### src/rtl/decode_queue.sv
// RV32I decode stage: combinational decode of the fetch word into a DEPTH-entry
// FIFO of decoded entries, with flush, illegal detection and unused-field zeroing.
module decode_queue #(
    parameter int DEPTH   = 4,
    parameter int ADDR_W  = 32,
    parameter int OPNUM_W = 6
) (
    input  logic                     clk_in,
    input  logic                     rst_in,
    input  logic                     rdy_in,
    input  logic                     flush_in,
    input  logic                     in_valid,
    output logic                     in_ready,
    input  logic [31:0]              in_inst,
    input  logic [ADDR_W-1:0]        in_pc,
    input  logic                     in_pred_taken,
    output logic                     out_valid,
    input  logic                     out_ready,
    output logic [OPNUM_W-1:0]       out_opnum,
    output logic [4:0]               out_rd,
    output logic [4:0]               out_rs1,
    output logic [4:0]               out_rs2,
    output logic [31:0]              out_imm,
    output logic [ADDR_W-1:0]        out_pc,
    output logic                     out_pred_taken,
    output logic                     out_is_jump,
    output logic                     out_is_ls,
    output logic                     out_illegal,
    output logic [$clog2(DEPTH):0]   count
);
    localparam int PTR_W = $clog2(DEPTH);
    localparam int CNT_W = PTR_W + 1;

    localparam logic [6:0] OPC_LUI = 7'h37, OPC_AUIPC = 7'h17, OPC_JAL = 7'h6F,
                           OPC_JALR = 7'h67, OPC_BRANCH = 7'h63, OPC_LOAD = 7'h03,
                           OPC_STORE = 7'h23, OPC_OPIMM = 7'h13, OPC_OP = 7'h33;

    localparam logic [OPNUM_W-1:0]
        OP_LUI  = OPNUM_W'(1),  OP_AUIPC = OPNUM_W'(2),  OP_JAL  = OPNUM_W'(3),
        OP_JALR = OPNUM_W'(4),  OP_BEQ   = OPNUM_W'(5),  OP_BNE  = OPNUM_W'(6),
        OP_BLT  = OPNUM_W'(7),  OP_BGE   = OPNUM_W'(8),  OP_BLTU = OPNUM_W'(9),
        OP_BGEU = OPNUM_W'(10), OP_LB    = OPNUM_W'(11), OP_LH   = OPNUM_W'(12),
        OP_LW   = OPNUM_W'(13), OP_LBU   = OPNUM_W'(14), OP_LHU  = OPNUM_W'(15),
        OP_SB   = OPNUM_W'(16), OP_SH    = OPNUM_W'(17), OP_SW   = OPNUM_W'(18),
        OP_ADDI = OPNUM_W'(19), OP_SLTI  = OPNUM_W'(20), OP_SLTIU = OPNUM_W'(21),
        OP_XORI = OPNUM_W'(22), OP_ORI   = OPNUM_W'(23), OP_ANDI = OPNUM_W'(24),
        OP_SLLI = OPNUM_W'(25), OP_SRLI  = OPNUM_W'(26), OP_SRAI = OPNUM_W'(27),
        OP_ADD  = OPNUM_W'(28), OP_SUB   = OPNUM_W'(29), OP_SLL  = OPNUM_W'(30),
        OP_SLT  = OPNUM_W'(31), OP_SLTU  = OPNUM_W'(32), OP_XOR  = OPNUM_W'(33),
        OP_SRL  = OPNUM_W'(34), OP_SRA   = OPNUM_W'(35), OP_OR   = OPNUM_W'(36),
        OP_AND  = OPNUM_W'(37);

    typedef struct packed {
        logic [OPNUM_W-1:0] opnum;
        logic [4:0]         rd;
        logic [4:0]         rs1;
        logic [4:0]         rs2;
        logic [31:0]        imm;
        logic [ADDR_W-1:0]  pc;
        logic               pred;
        logic               jump;
        logic               ls;
        logic               ill;
    } entry_t;

    logic [6:0]  opc, f7;
    logic [2:0]  f3;
    logic [31:0] imm_i, imm_s, imm_b, imm_u, imm_j, imm_sh;
    entry_t      dec;
    logic        ill;

    assign opc    = in_inst[6:0];
    assign f3     = in_inst[14:12];
    assign f7     = in_inst[31:25];
    assign imm_i  = {{20{in_inst[31]}}, in_inst[31:20]};
    assign imm_s  = {{20{in_inst[31]}}, in_inst[31:25], in_inst[11:7]};
    assign imm_b  = {{19{in_inst[31]}}, in_inst[31], in_inst[7], in_inst[30:25], in_inst[11:8], 1'b0};
    assign imm_u  = {in_inst[31:12], 12'b0};
    assign imm_j  = {{11{in_inst[31]}}, in_inst[31], in_inst[19:12], in_inst[20], in_inst[30:21], 1'b0};
    assign imm_sh = {27'b0, in_inst[24:20]};

    always_comb begin
        dec     = '0;
        ill     = 1'b0;
        dec.rd  = in_inst[11:7];
        dec.rs1 = in_inst[19:15];
        dec.rs2 = in_inst[24:20];
        case (opc)
            OPC_LUI, OPC_AUIPC: begin
                dec.opnum = (opc == OPC_LUI) ? OP_LUI : OP_AUIPC;
                dec.imm = imm_u; dec.rs1 = '0; dec.rs2 = '0;
            end
            OPC_JAL: begin
                dec.opnum = OP_JAL; dec.imm = imm_j; dec.rs1 = '0; dec.rs2 = '0; dec.jump = 1'b1;
            end
            OPC_JALR: begin
                dec.opnum = OP_JALR; dec.imm = imm_i; dec.rs2 = '0; dec.jump = 1'b1;
                ill = (f3 != 3'd0);
            end
            OPC_BRANCH: begin
                dec.imm = imm_b; dec.rd = '0; dec.jump = 1'b1;
                case (f3)
                    3'd0: dec.opnum = OP_BEQ;
                    3'd1: dec.opnum = OP_BNE;
                    3'd4: dec.opnum = OP_BLT;
                    3'd5: dec.opnum = OP_BGE;
                    3'd6: dec.opnum = OP_BLTU;
                    3'd7: dec.opnum = OP_BGEU;
                    default: ill = 1'b1;
                endcase
            end
            OPC_LOAD: begin
                dec.imm = imm_i; dec.rs2 = '0; dec.ls = 1'b1;
                case (f3)
                    3'd0: dec.opnum = OP_LB;
                    3'd1: dec.opnum = OP_LH;
                    3'd2: dec.opnum = OP_LW;
                    3'd4: dec.opnum = OP_LBU;
                    3'd5: dec.opnum = OP_LHU;
                    default: ill = 1'b1;
                endcase
            end
            OPC_STORE: begin
                dec.imm = imm_s; dec.rd = '0; dec.ls = 1'b1;
                case (f3)
                    3'd0: dec.opnum = OP_SB;
                    3'd1: dec.opnum = OP_SH;
                    3'd2: dec.opnum = OP_SW;
                    default: ill = 1'b1;
                endcase
            end
            OPC_OPIMM: begin
                dec.imm = imm_i; dec.rs2 = '0;
                case (f3)
                    3'd0: dec.opnum = OP_ADDI;
                    3'd2: dec.opnum = OP_SLTI;
                    3'd3: dec.opnum = OP_SLTIU;
                    3'd4: dec.opnum = OP_XORI;
                    3'd6: dec.opnum = OP_ORI;
                    3'd7: dec.opnum = OP_ANDI;
                    3'd1: begin
                        dec.opnum = OP_SLLI; dec.imm = imm_sh;
                        ill = (f7 != 7'h00);
                    end
                    default: begin
                        dec.opnum = f7[5] ? OP_SRAI : OP_SRLI; dec.imm = imm_sh;
                        ill = (f7 != 7'h00) && (f7 != 7'h20);
                    end
                endcase
            end
            OPC_OP: begin
                if (f7 == 7'h00) begin
                    case (f3)
                        3'd0: dec.opnum = OP_ADD;
                        3'd1: dec.opnum = OP_SLL;
                        3'd2: dec.opnum = OP_SLT;
                        3'd3: dec.opnum = OP_SLTU;
                        3'd4: dec.opnum = OP_XOR;
                        3'd5: dec.opnum = OP_SRL;
                        3'd6: dec.opnum = OP_OR;
                        default: dec.opnum = OP_AND;
                    endcase
                end else if (f7 == 7'h20 && f3 == 3'd0) begin
                    dec.opnum = OP_SUB;
                end else if (f7 == 7'h20 && f3 == 3'd5) begin
                    dec.opnum = OP_SRA;
                end else begin
                    ill = 1'b1;
                end
            end
            default: ill = 1'b1;
        endcase
        if (in_inst == 32'h0) ill = 1'b1;
        // Illegal entries carry only pc/prediction so the ROB can trap in order.
        if (ill) begin
            dec     = '0;
            dec.ill = 1'b1;
        end
        dec.pc   = in_pc;
        dec.pred = in_pred_taken;
    end

    entry_t            mem_q [DEPTH];
    entry_t            head;
    logic [PTR_W-1:0]  wptr_q, wptr_d, rptr_q, rptr_d;
    logic [CNT_W-1:0]  cnt_q, cnt_d;
    logic              push, pop;

    assign in_ready  = (cnt_q != CNT_W'(DEPTH));
    assign out_valid = (cnt_q != '0);
    assign push      = rdy_in & in_valid & in_ready & ~flush_in;
    assign pop       = rdy_in & out_valid & out_ready & ~flush_in;

    always_comb begin
        wptr_d = wptr_q;
        rptr_d = rptr_q;
        cnt_d  = cnt_q;
        if (rdy_in) begin
            if (flush_in) begin
                wptr_d = '0;
                rptr_d = '0;
                cnt_d  = '0;
            end else begin
                if (push) wptr_d = wptr_q + PTR_W'(1);
                if (pop)  rptr_d = rptr_q + PTR_W'(1);
                cnt_d = cnt_q + CNT_W'(push) - CNT_W'(pop);
            end
        end
    end

    always_ff @(posedge clk_in) begin
        if (!rst_in) begin
            for (int i = 0; i < DEPTH; i++) mem_q[i] <= '0;
            wptr_q <= '0;
            rptr_q <= '0;
            cnt_q  <= '0;
        end else begin
            wptr_q <= wptr_d;
            rptr_q <= rptr_d;
            cnt_q  <= cnt_d;
            if (push) mem_q[wptr_q] <= dec;
        end
    end

    assign head           = mem_q[rptr_q];
    assign out_opnum      = head.opnum;
    assign out_rd         = head.rd;
    assign out_rs1        = head.rs1;
    assign out_rs2        = head.rs2;
    assign out_imm        = head.imm;
    assign out_pc         = head.pc;
    assign out_pred_taken = head.pred;
    assign out_is_jump    = head.jump;
    assign out_is_ls      = head.ls;
    assign out_illegal    = head.ill;
    assign count          = cnt_q;
endmodule

### config.mk
export PLATFORM = sky130hd
export DESIGN_NAME = decode_queue
export DESIGN_NICKNAME = d
export VERILOG_FILES = /design/src/rtl/decode_queue.sv
export SDC_FILE = /design/constraint.sdc
export NUM_CORES = 1
export LEC_CHECK = 0
export ABC_AREA = 0
export BUFFER_PORTS_ARGS = -buffer_cell sky130_fd_sc_hd__buf_2
export CAP_MARGIN = 20
export CORE_MARGIN = 3
export CORE_UTILIZATION = 57
export DETAILED_ROUTE_END_ITERATION = 8
export PLACE_DENSITY_LB_ADDON = 0.08
export SYNTH_ARGS = -nofsm -noshare
export SYNTH_HDL_FRONTEND = slang
export SYNTH_SLANG_ARGS = --single-unit
### constraint.sdc
create_clock -name clk_in -period 11.99 [get_ports clk_in]
set_clock_uncertainty 0.2 [all_clocks]
set_input_delay 2.398 -clock clk_in [delete_from_list [all_inputs] [get_ports clk_in]]
set_output_delay 2.398 -clock clk_in [all_outputs]
set_load 0.005 [all_outputs]
==> results.ini, run 1 <==
[finish]
fin_util = 0.6718
final_nets = 1382
seq_area_um2 = 10880
n_fill_cell = 2080
area_growth_syn_to_layout_pct = 14.01
num_antenna_cells = 0
layout-drive-gt1-share = 0.2573
multi_input_area_um2 = 5363

[clock_network]
post_cts_buffers = 0
htree_levels = 2
cts.sinks = 365
cts_tree = done
clkLatencyLatePin_ps = 520
cts_resized = 0
cts_root_buf = clkbuf_16
clock_path_buffers = 3
numCtsBuffers = 38
clkSlewWorstSetupHoldPaths_ps = 60
cts_hold_buf = 0

[floorplanning]
start_util = 0.5892
num_rows = 61
dieArea_um2 = 31280
fp.dieH_um = 176.9
die_w_um = 176.9
design.core.area_um2 = 28240
pin_count = 165

[power]
ir_drop_mv = 0.1057
leakage_nw = 7.088
powerDensity_nw_per_um2 = 146.5

[sta]
slew_violations = 0
grt_setup_unrepaired = no
min_period_over_period = 0.4956
fmax_mhz = 168.3
fin_tns_setup_ps = 0
worst_slew_pin_slew_ps = 1092
timing.final.hold_violations = 0
max-slew-margin-rel = 0.2686
holdWs_ps = 269.4
finalSetupViolCount = 0
layout_min_cycle_time_ps = 5943

[synthesis]
synth-edff-count = 356
netlist_area_um2 = 16640
yosys_warnings = 0
yosysMostFrequentCell = edfxtp_1
yosys.area.top_type = edfxtp_1
synth.distinct_cells = 61
synth_seq_cells = 365
synth_fp_nets = 1254
syn_inst = 1180
async_flop_share = 0
syn_area_per_cell_um2 = 14.10
synth_top_area_frac = 0.6425
seq_area_frac_synth = 0.6533
ys.flop_type = edfxtp_1
synth_commonest_cells = 356 x edfxtp_1, 206 x nor2_1, 116 x and3_1, 89 x mux4_2, 63 x clkbuf_1
ys_top_cells_by_area = edfxtp_1 64%, mux4_2 12%, nor2_1 4.6%

[worst_setup_path]
start_kind = flip-flop
crit_path_top_delay_cell = buf_4
r2r-start = count[1]
worstPathCellList = buf_4 > buf_4 > mux4_2 > buf_2
cp_max_fo = 38
rr_worst_depth = 6
crit_top_cell = buf_4
critPathCaptureType = primary output
slowest_delay_ps = 760
criticalPathCategory = flip-flop to primary output
cp.arrival_ps = 3340
cp_data_required_time_ps = 9390

[global_route]
overflow = 0
grt_pass1_wl_um = 60430
grt_start_max_net_pins = 142
grt_usage = 0.2549
grt_pass1_vias = 10480
antenna_found_initial = 2

[route]
first_pass_iters = 5
wl_per_cell_um = 23.04
wirelength_um = 39520
viasPerCell = 6.127
drc_errors = 0
drtIter0Drc = 1059
dr_total_vias = 10510
ant_nets = 0

[placed_design]
gp_congestion = 0.9270
portBuffers = 164
dp_hpwl_um = 23380

[hold_path]
holdPathStages = 1
holdCritStartpoint = rptr_q[1]
worstHoldPathType = flip-flop to flip-flop

[outcome]
status = complete, no violations

[flow_run]
drv_cap = 0

==> path summary, 6_finish.rpt <==
| path | endpoint | slack [ps] |
|---|---|---|
| worst max-delay path | out_imm[2] | 6050 |
| worst min-delay path | flip-flop | 270 |
| worst max register to register | mem_q[1][28] | 7940 |
| worst min register to register | flip-flop | 270 |
==> cell families after synthesis <==
group / synth area share
muxes: 0.1241
xor gates and xnor gates: 0.002632
and+or+nand+nor: 0.1532
adders and majority gates: 0.002707
buffers and inverters: 0.02827
AOI/OAI and AO/OA: 0.03579
DFF: 0.6533
==> metal layers <==
| metal | share of wire | up-vias | global-route usage |
|---|---|---|---|
| li1 | - | 4764 | - |
| met1 | 0.40 | 5220 | 0.3440 |
| met2 | 0.50 | 455 | 0.4369 |
| met3 | 0.076 | 65 | 0.03968 |
| met4 | 0.024 | 4 | 0.07136 |
| met5 | 0.00058 | - | 0 |
==> where the power goes <==
part	internal (W)	switching (W)	leakage, nW	total, W
Sequential	0.00144	0.0000120	3.78	0.00145
Combinational	0.0000509	0.0000967	2.71	0.000148
Clock	0.000705	0.000473	0.598	0.00118
Total	0.00220	0.000581	7.09	0.00278
==> metrics by stage <==
| step | worst slack [ps] | instance area [um^2] | total power (W) | instances |
|---|---|---|---|---|
| final | 6047 | 18970 | 0.002779 | 1715 |
| after global routing | 5742 | 18970 | 0.002866 | 1715 |
| after CTS | 5916 | 18960 | 0.002798 | 1714 |
| after detailed placement | 5674 | 17720 | 0.001630 | 1645 |
| after global placement | 5780 | 17720 | 0.001626 | 1645 |
| after floorplan | 1797 | 16640 | 0.001564 | 1180 |
==> worst max-delay path, delay by kind of cell (launching register included) <==
kind	cells	cell delay (ps)
buffers and inverters	3	1610
muxes	1	650
DFF	1	550
==> placed cells by master (no fill, tap or decap), types with 5 or more instances in the layout <==
cell type,count
nand2b_1,8
nor2_1,204
buf_2,164
nor3_1,32
nand3_1,44
inv_1,10
o21ai_0,9
nand4_1,9
nand2_1,37
dfxtp_1,7
a21oi_1,34
mux2i_1,5
clkinv_1,9
clkbuf_16,39
a22oi_1,6
bufinv_16,5
and2_1,38
a31oi_1,5
and3_1,116
clkbuf_1,10
mux4_2,89
edfxtp_1,356
buf_4,19
==> registers in the layout, indices dropped and copies added, names as in the netlist, named ones only <==
register	flops
count	3
mem_q	356
rptr_q	2
wptr_q	2
==> area by class of cell <==
| class | instances | share of cell area |
|---|---|---|
| Clock buffer | 49 | 0.05342 |
| Inverter | 12 | 0.002374 |
| Clock inverter | 20 | 0.01161 |
| Tap cell | 378 | 0.02493 |
| Timing Repair Buffer | 184 | 0.05158 |
| Multi-Input combinational cell | 707 | 0.2827 |
| Sequential cell | 365 | 0.5734 |
No activity file was read; power rests on OpenSTA's default activity.
==> run 2: changes to the inputs <==
Clock period 11.99 ns to 5.85 ns, I/O delays scaled along.
==> run 2 against run 1 <==
  * Highest routed layer unchanged
  * Non-clock buffer count grew 4
  * Combinational power up 110%
  * Register-to-register slack got worse by 5300 ps
  * Critical path type unchanged
  * Sequential share of layout area up 0.27 points
  * Clock power increased by 81%
  * Die area unchanged
  * Via count increased by 0.45%
==> results.ini, run 2 (synthesis results as in run 1) <==
[clock_network]
post_cts_buffers = 0  ; unchanged
cts_resized = 0  ; unchanged
cts_hold_buf = 0  ; unchanged
cts_tree = done
numCtsBuffers = 37  ; -2.6%
htree_levels = 2  ; unchanged
clkSlewWorstSetupHoldPaths_ps = 60  ; about the same
cts_root_buf = clkbuf_16
clkLatencyLatePin_ps = 510  ; about the same
clock_path_buffers = 3  ; unchanged
cts.sinks = 365  ; unchanged

[route]
viasPerCell = 6.162  ; +0.56%
first_pass_iters = 7  ; +2
drc_errors = 0  ; unchanged
dr_total_vias = 10560  ; +0.45%
wirelength_um = 39700  ; +0.45%
wl_per_cell_um = 23.18  ; +0.57%
ant_nets = 0  ; unchanged
drtIter0Drc = 1214  ; +15%

[power]
leakage_nw = 7.046  ; -0.59%
p_int_w = 0.004271  ; +94%
ir_drop_mv = 0.2029  ; +92%
combPwrFrac = 0.056  ; +0.003
total_power_w = 0.005419  ; +95%
p_switching_w = 0.001148  ; +97%
powerDensity_nw_per_um2 = 287.0  ; +96%
seqPwrFrac = 0.550  ; +0.027
netSwitchingFraction = 0.2119  ; +0.002703
p_clk_frac = 0.394  ; -0.030

[worst_setup_path]
r2r-start = count[1]
rr_endpoint = mem_q[1][65]
crit_end = out_imm[3]
cp.arrival_ps = 2630  ; -710 ps
slowest_delay_ps = 850  ; +90 ps
cp_data_required_time_ps = 4480  ; -4910 ps
critPathCaptureType = primary output
crit_path_top_delay_cell = dfxtp_4
critical_path_depth = 3  ; -1
cp_max_fo = 35  ; -7.9%
worstPathCellList = buf_4 > mux4_2 > buf_2
start_kind = flip-flop
path_buf_inv = 2  ; -1
rr_worst_depth = 4  ; -2
criticalPathCategory = flip-flop to primary output
crit_family = flip-flops
r2r_slack_ps = 2690  ; -5250 ps

[finish]
largest_reg_flops = 356  ; unchanged
final_common_cell = edfxtp_1
n_fill_cell = 2046  ; -1.6%
top_register = mem_q
final_nets = 1385  ; +0.22%
area_growth_syn_to_layout_pct = 13.47
layout_common_cells = 356 x edfxtp_1, 204 x nor2_1, 164 x buf_2
seq_area_um2 = 10880  ; unchanged
layout-drive-gt1-share = 0.2549  ; -0.002420
multi_input_area_um2 = 5371  ; +0.16%

[floorplanning]
dieArea_um2 = 31280  ; unchanged
pin_count = 165  ; unchanged
design.core.area_um2 = 28240  ; unchanged
fp.dieH_um = 176.9  ; unchanged
start_util = 0.5892  ; unchanged
die_w_um = 176.9  ; unchanged
num_rows = 61  ; unchanged

[sta]
max-slew-margin-rel = 0.3709  ; +0.1023
layout_min_cycle_time_ps = 4001
finalSetupViolCount = 0  ; unchanged
grt_setup_unrepaired = no
timing.final.hold_violations = 0  ; unchanged
fmax_mhz = 249.9
worst_slew_pin_slew_ps = 943.7  ; -148.4 ps
min_period_over_period = 0.6840
slew_violations = 0  ; unchanged
fin_tns_setup_ps = 0  ; unchanged

[hold_path]
worstHoldPathType = flip-flop to flip-flop
holdCritStartpoint = rptr_q[1]

[global_route]
grt_start_max_net_pins = 129  ; -9.2%
grt_usage = 0.2576  ; +0.002762
grt_pass1_vias = 10620  ; +1.3%
grt_pass1_wl_um = 61330  ; +1.5%
overflow = 0  ; unchanged
antenna_found_initial = 4  ; +2

[flow_run]
drv_cap = 0  ; unchanged

[placed_design]
gp_congestion = 0.9181  ; -0.96%
dp_hpwl_um = 24150  ; +3.3%
portBuffers = 164  ; unchanged

[outcome]
status = complete, no violations

-- run 2: final cells by class --
| type | instances | area share |
|---|---|---|
| Clock buffer | 46 | 0.05308 |
| Timing Repair Buffer | 188 | 0.05500 |
| Sequential cell | 365 | 0.5761 |
| Antenna cell | 1 | 0.0001325 |
| Multi-Input combinational cell | 707 | 0.2845 |
| Clock inverter | 16 | 0.003777 |
| Inverter | 12 | 0.002386 |
| Tap cell | 378 | 0.02505 |
-- run 2: power by group through the flow --
stage          registers (W)  clock network, W  logic (W)
2_1_floorplan        0.00303                 0   0.000166
5_1_grt              0.00299           0.00227   0.000331
3_5_place_dp         0.00304                 0   0.000307
4_1_cts              0.00298           0.00216   0.000308
3_3_place_gp         0.00303                 0   0.000305
6_report             0.00298           0.00213   0.000306
-- run 2: worst min path at each step --
stage | slack, ps | endpoint | cells after the start
5_1_grt | 300 | flip-flop | 1
3_3_place_gp | 270 | flip-flop | 1
3_5_place_dp | 260 | flip-flop | 1
2_1_floorplan | 250 | flip-flop | 1
4_1_cts | 270 | flip-flop | 1
6_report | 270 | flip-flop | 1
-- run 2: stage by stage --
stage          area, um^2  instances  hold WS, ps    util  setup slack, ps
6_report            18880       1713        270.6  0.6686             1849
5_1_grt             18880       1712        298.2  0.6685             1641
4_1_cts             18870       1711        273.2  0.6683             1754
3_5_place_dp        17800       1649        260.6  0.6303             1663
3_3_place_gp        17800       1649        267.3  0.6303             1753
2_1_floorplan       16640       1180        247.2       -            988.9
-- run 2: routing by layer --
metal  global-route usage  vias to the layer above  wire length, um
met3              0.04376                       57             3025
li1                     -                     4762                -
met4              0.06678                        6              816
met5                    0                        -               44
met1               0.3619                     5268            16070
met2               0.4265                      462            19740
==> run 3: changes to the inputs <==
Settings changed: ABC_AREA 0 to 1.
Clock period 5.85 ns to 3.93 ns, I/O delays scaled along.
==> run 3 against run 2 <==
  * First-iteration DRC count up 28%
  * Critical path depth up 1
  * Synthesized cell count up 45%
  * Sequential power up 49%
  * Global-route usage up 1.7 points
==> results.ini, run 3 <==
[flow_run]
drv_cap = 0  ; unchanged

[sta]
layout_min_cycle_time_ps = 3442
min_period_over_period = 0.8759
holdWs_ps = 332.2  ; +61.59 ps
worst_slew_pin_slew_ps = 1033  ; +89.76 ps
timing.final.hold_violations = 0  ; unchanged
slew_violations = 0  ; unchanged
finalSetupViolCount = 0  ; unchanged
worst_slack_ps = 487.9  ; -1361 ps
max-slew-margin-rel = 0.3100  ; -0.06085
grt_setup_unrepaired = no
fmax_mhz = 290.5

[worst_setup_path]
r2r-start = count[1]
rr_endpoint = mem_q[2][56]
cp.arrival_ps = 2460  ; -170 ps
crit_family = buffers and inverters
path_buf_inv = 2  ; unchanged
crit_path_top_delay_cell = buf_4
start_kind = flip-flop
cp_data_required_time_ps = 2940  ; -1540 ps
cp_max_fo = 89  ; +150%
rr_worst_depth = 10  ; +6
criticalPathCategory = flip-flop to primary output
slowest_delay_ps = 780  ; -70 ps
worstPathCellList = buf_4 > o21ai_0 > o22ai_1 > buf_2
critPathCaptureType = primary output
r2r_slack_ps = 980  ; -1710 ps

[placed_design]
pre_cts_ws_ps = 564.4  ; -1099 ps
gp_congestion = 0.9521  ; +3.7%
dp_hpwl_um = 25700  ; +6.4%
portBuffers = 164  ; unchanged

[synthesis]
synth_seq_cells = 365  ; unchanged
syn_area_per_cell_um2 = 9.876  ; -30%
yosys_warnings = 0  ; unchanged
yosysMostFrequentCell = nor2_1
ys.flop_type = edfxtp_1
netlist_area_um2 = 16920  ; +1.7%
syn_inst = 1713  ; +45%
synth-edff-count = 356  ; unchanged
ys_top_cells_by_area = edfxtp_1 63%, nor2_1 11%, o21ai_0 6.1%
synth_commonest_cells = 503 x nor2_1, 356 x edfxtp_1, 206 x o21ai_0, 144 x inv_1
async_flop_share = 0  ; unchanged
synth.distinct_cells = 34  ; -44%
synth_top_area_frac = 0.6319  ; -0.01055
synth_fp_nets = 1787  ; +43%
yosys.area.top_type = edfxtp_1
seq_area_frac_synth = 0.6426  ; -0.01073

[clock_network]
cts_tree = done
cts_root_buf = clkbuf_16
clkSlewWorstSetupHoldPaths_ps = 60  ; about the same
htree_levels = 2  ; unchanged
post_cts_buffers = 0  ; unchanged
numCtsBuffers = 39  ; +5.4%
cts_hold_buf = 0  ; unchanged
clkLatencyLatePin_ps = 520  ; about the same
cts.sinks = 365  ; unchanged
cts_resized = 0  ; unchanged
clock_path_buffers = 3  ; unchanged

[finish]
final_common_cell = nor2_1
largest_reg_flops = 356  ; unchanged
fin_util = 0.6674  ; -0.001260
layout-drive-gt1-share = 0.1546  ; -0.1003
num_antenna_cells = 0  ; -1
layout_common_cells = 503 x nor2_1, 356 x edfxtp_1, 205 x o21ai_0
final_nets = 1910  ; +38%
area_growth_syn_to_layout_pct = 14.45
top_register = mem_q

[route]
ant_nets = 0  ; unchanged
drtIter0Drc = 1554  ; +28%
wl_per_cell_um = 19.64  ; -15%
wirelength_um = 44120  ; +11%
dr_total_vias = 13040  ; +23%
first_pass_iters = 6  ; -1
drc_errors = 0  ; unchanged
viasPerCell = 5.801  ; -5.9%

[hold_path]
holdPathStages = 2  ; +1
holdPathEnd = count[0]
worstHoldPathType = flip-flop to flip-flop
holdCritStartpoint = count[0]

[global_route]
antenna_found_initial = 1  ; -3
grt_pass1_vias = 12450  ; +17%
grt_usage = 0.2749  ; +0.01727
grt_start_max_net_pins = 179  ; +39%
grt_pass1_wl_um = 67980  ; +11%
overflow = 0  ; unchanged

[floorplanning]
pin_count = 165  ; unchanged
start_util = 0.5831  ; -0.006130
dieArea_um2 = 31780  ; +1.6%
fp.dieH_um = 178.3  ; +0.80%
design.core.area_um2 = 29010  ; +2.7%
num_rows = 62  ; +1.6%
die_w_um = 178.3  ; +0.80%

[power]
powerDensity_nw_per_um2 = 445.3  ; +55%
ir_drop_mv = 0.3251  ; +60%
total_power_w = 0.008622  ; +59%
leakage_nw = 8.090  ; +15%

[outcome]
status = complete, no violations

## run 3: cell types whose count changed after synthesis, moves of 13 or more
cell | before | now
nor2_1 | 206 | 503
o21ai_0 | 11 | 206
inv_1 | 10 | 144
and3_1 | 116 | 1
mux4_2 | 89 | 0
o22ai_1 | 3 | 90
nand2_1 | 40 | 88
nand3_1 | 44 | 90
and2_1 | 38 | 0
a21oi_1 | 34 | 7
clkbuf_1 | 63 | 86
nand3b_1 | 3 | 16
## run 3: logic make-up (layout without fill, tap and decap cells)
kind of cell / count (synthesis) / after routing / synth area share
buffers and inverters: 266 / 416 / 0.06139
AND/OR/NAND/NOR: 769 / 769 / 0.1937
XOR/XNOR: 2 / 2 / 0.001036
adder cells (fa/ha/maj): 3 / 3 / 0.002662
AO/OA/AOI/OAI: 308 / 308 / 0.09866
flip-flops: 365 / 365 / 0.6426
## run 3: metal layers
| layer | up-vias | global-route usage | routed length (um) |
|---|---|---|---|
| met4 | 2 | 0.08442 | 1150 |
| met1 | 6251 | 0.3850 | 18420 |
| met5 | - | 0 | 13 |
| li1 | 6114 | - | - |
| met3 | 83 | 0.03810 | 3417 |
| met2 | 585 | 0.4514 | 21120 |
## run 3: worst max-delay path by stage
stage / depth (start not counted) / slack (ps) / from / endpoint
finish: 4 / 490 / flip-flop / out_rs2[0]
global route: 4 / 410 / flip-flop / out_rd[4]
detailed placement: 11 / 560 / in_inst[1] / mem_q[2][56]
CTS: 4 / 510 / flip-flop / out_rs2[0]
global placement: 13 / 680 / in_inst[1] / mem_q[2][56]
floorplan: 3 / -60 / in_valid / mem_q[3][0]
## run 3: worst register-to-register path: cells and delay by family (launching register included)
kind          cells  cell delay, ps
simple gates      8            1300
flops             1             450
buf+inv           2             850
## run 3: metrics by stage
step | instance area (um^2) | TNS (ps) | instances
3_3_place_gp | 18200 | 0 | 2179
4_1_cts | 19360 | 0 | 2247
3_5_place_dp | 18200 | 0 | 2179
6_report | 19360 | 0 | 2247
5_1_grt | 19360 | 0 | 2247
2_1_floorplan | 16950 | -5387 | 1713
## run 3: power by group
group	switching (W)	internal, W	total, W	leakage, nW
sequential	0.0000395	0.00441	0.00445	3.74
clock	0.00145	0.00196	0.00341	0.570
combinational	0.000513	0.000243	0.000756	3.78
total	0.00201	0.00662	0.00862	8.09
## run 3: final cells by class
type | instances | area (um^2)
clock buffer | 49 | 1056
clock inverter | 19 | 111.4
fill | 2378 | 9651
inverter | 151 | 569.3
multi-input combinational | 1082 | 5076
sequential | 365 | 10880
tap | 384 | 480.5
timing repair buffer | 197 | 1194
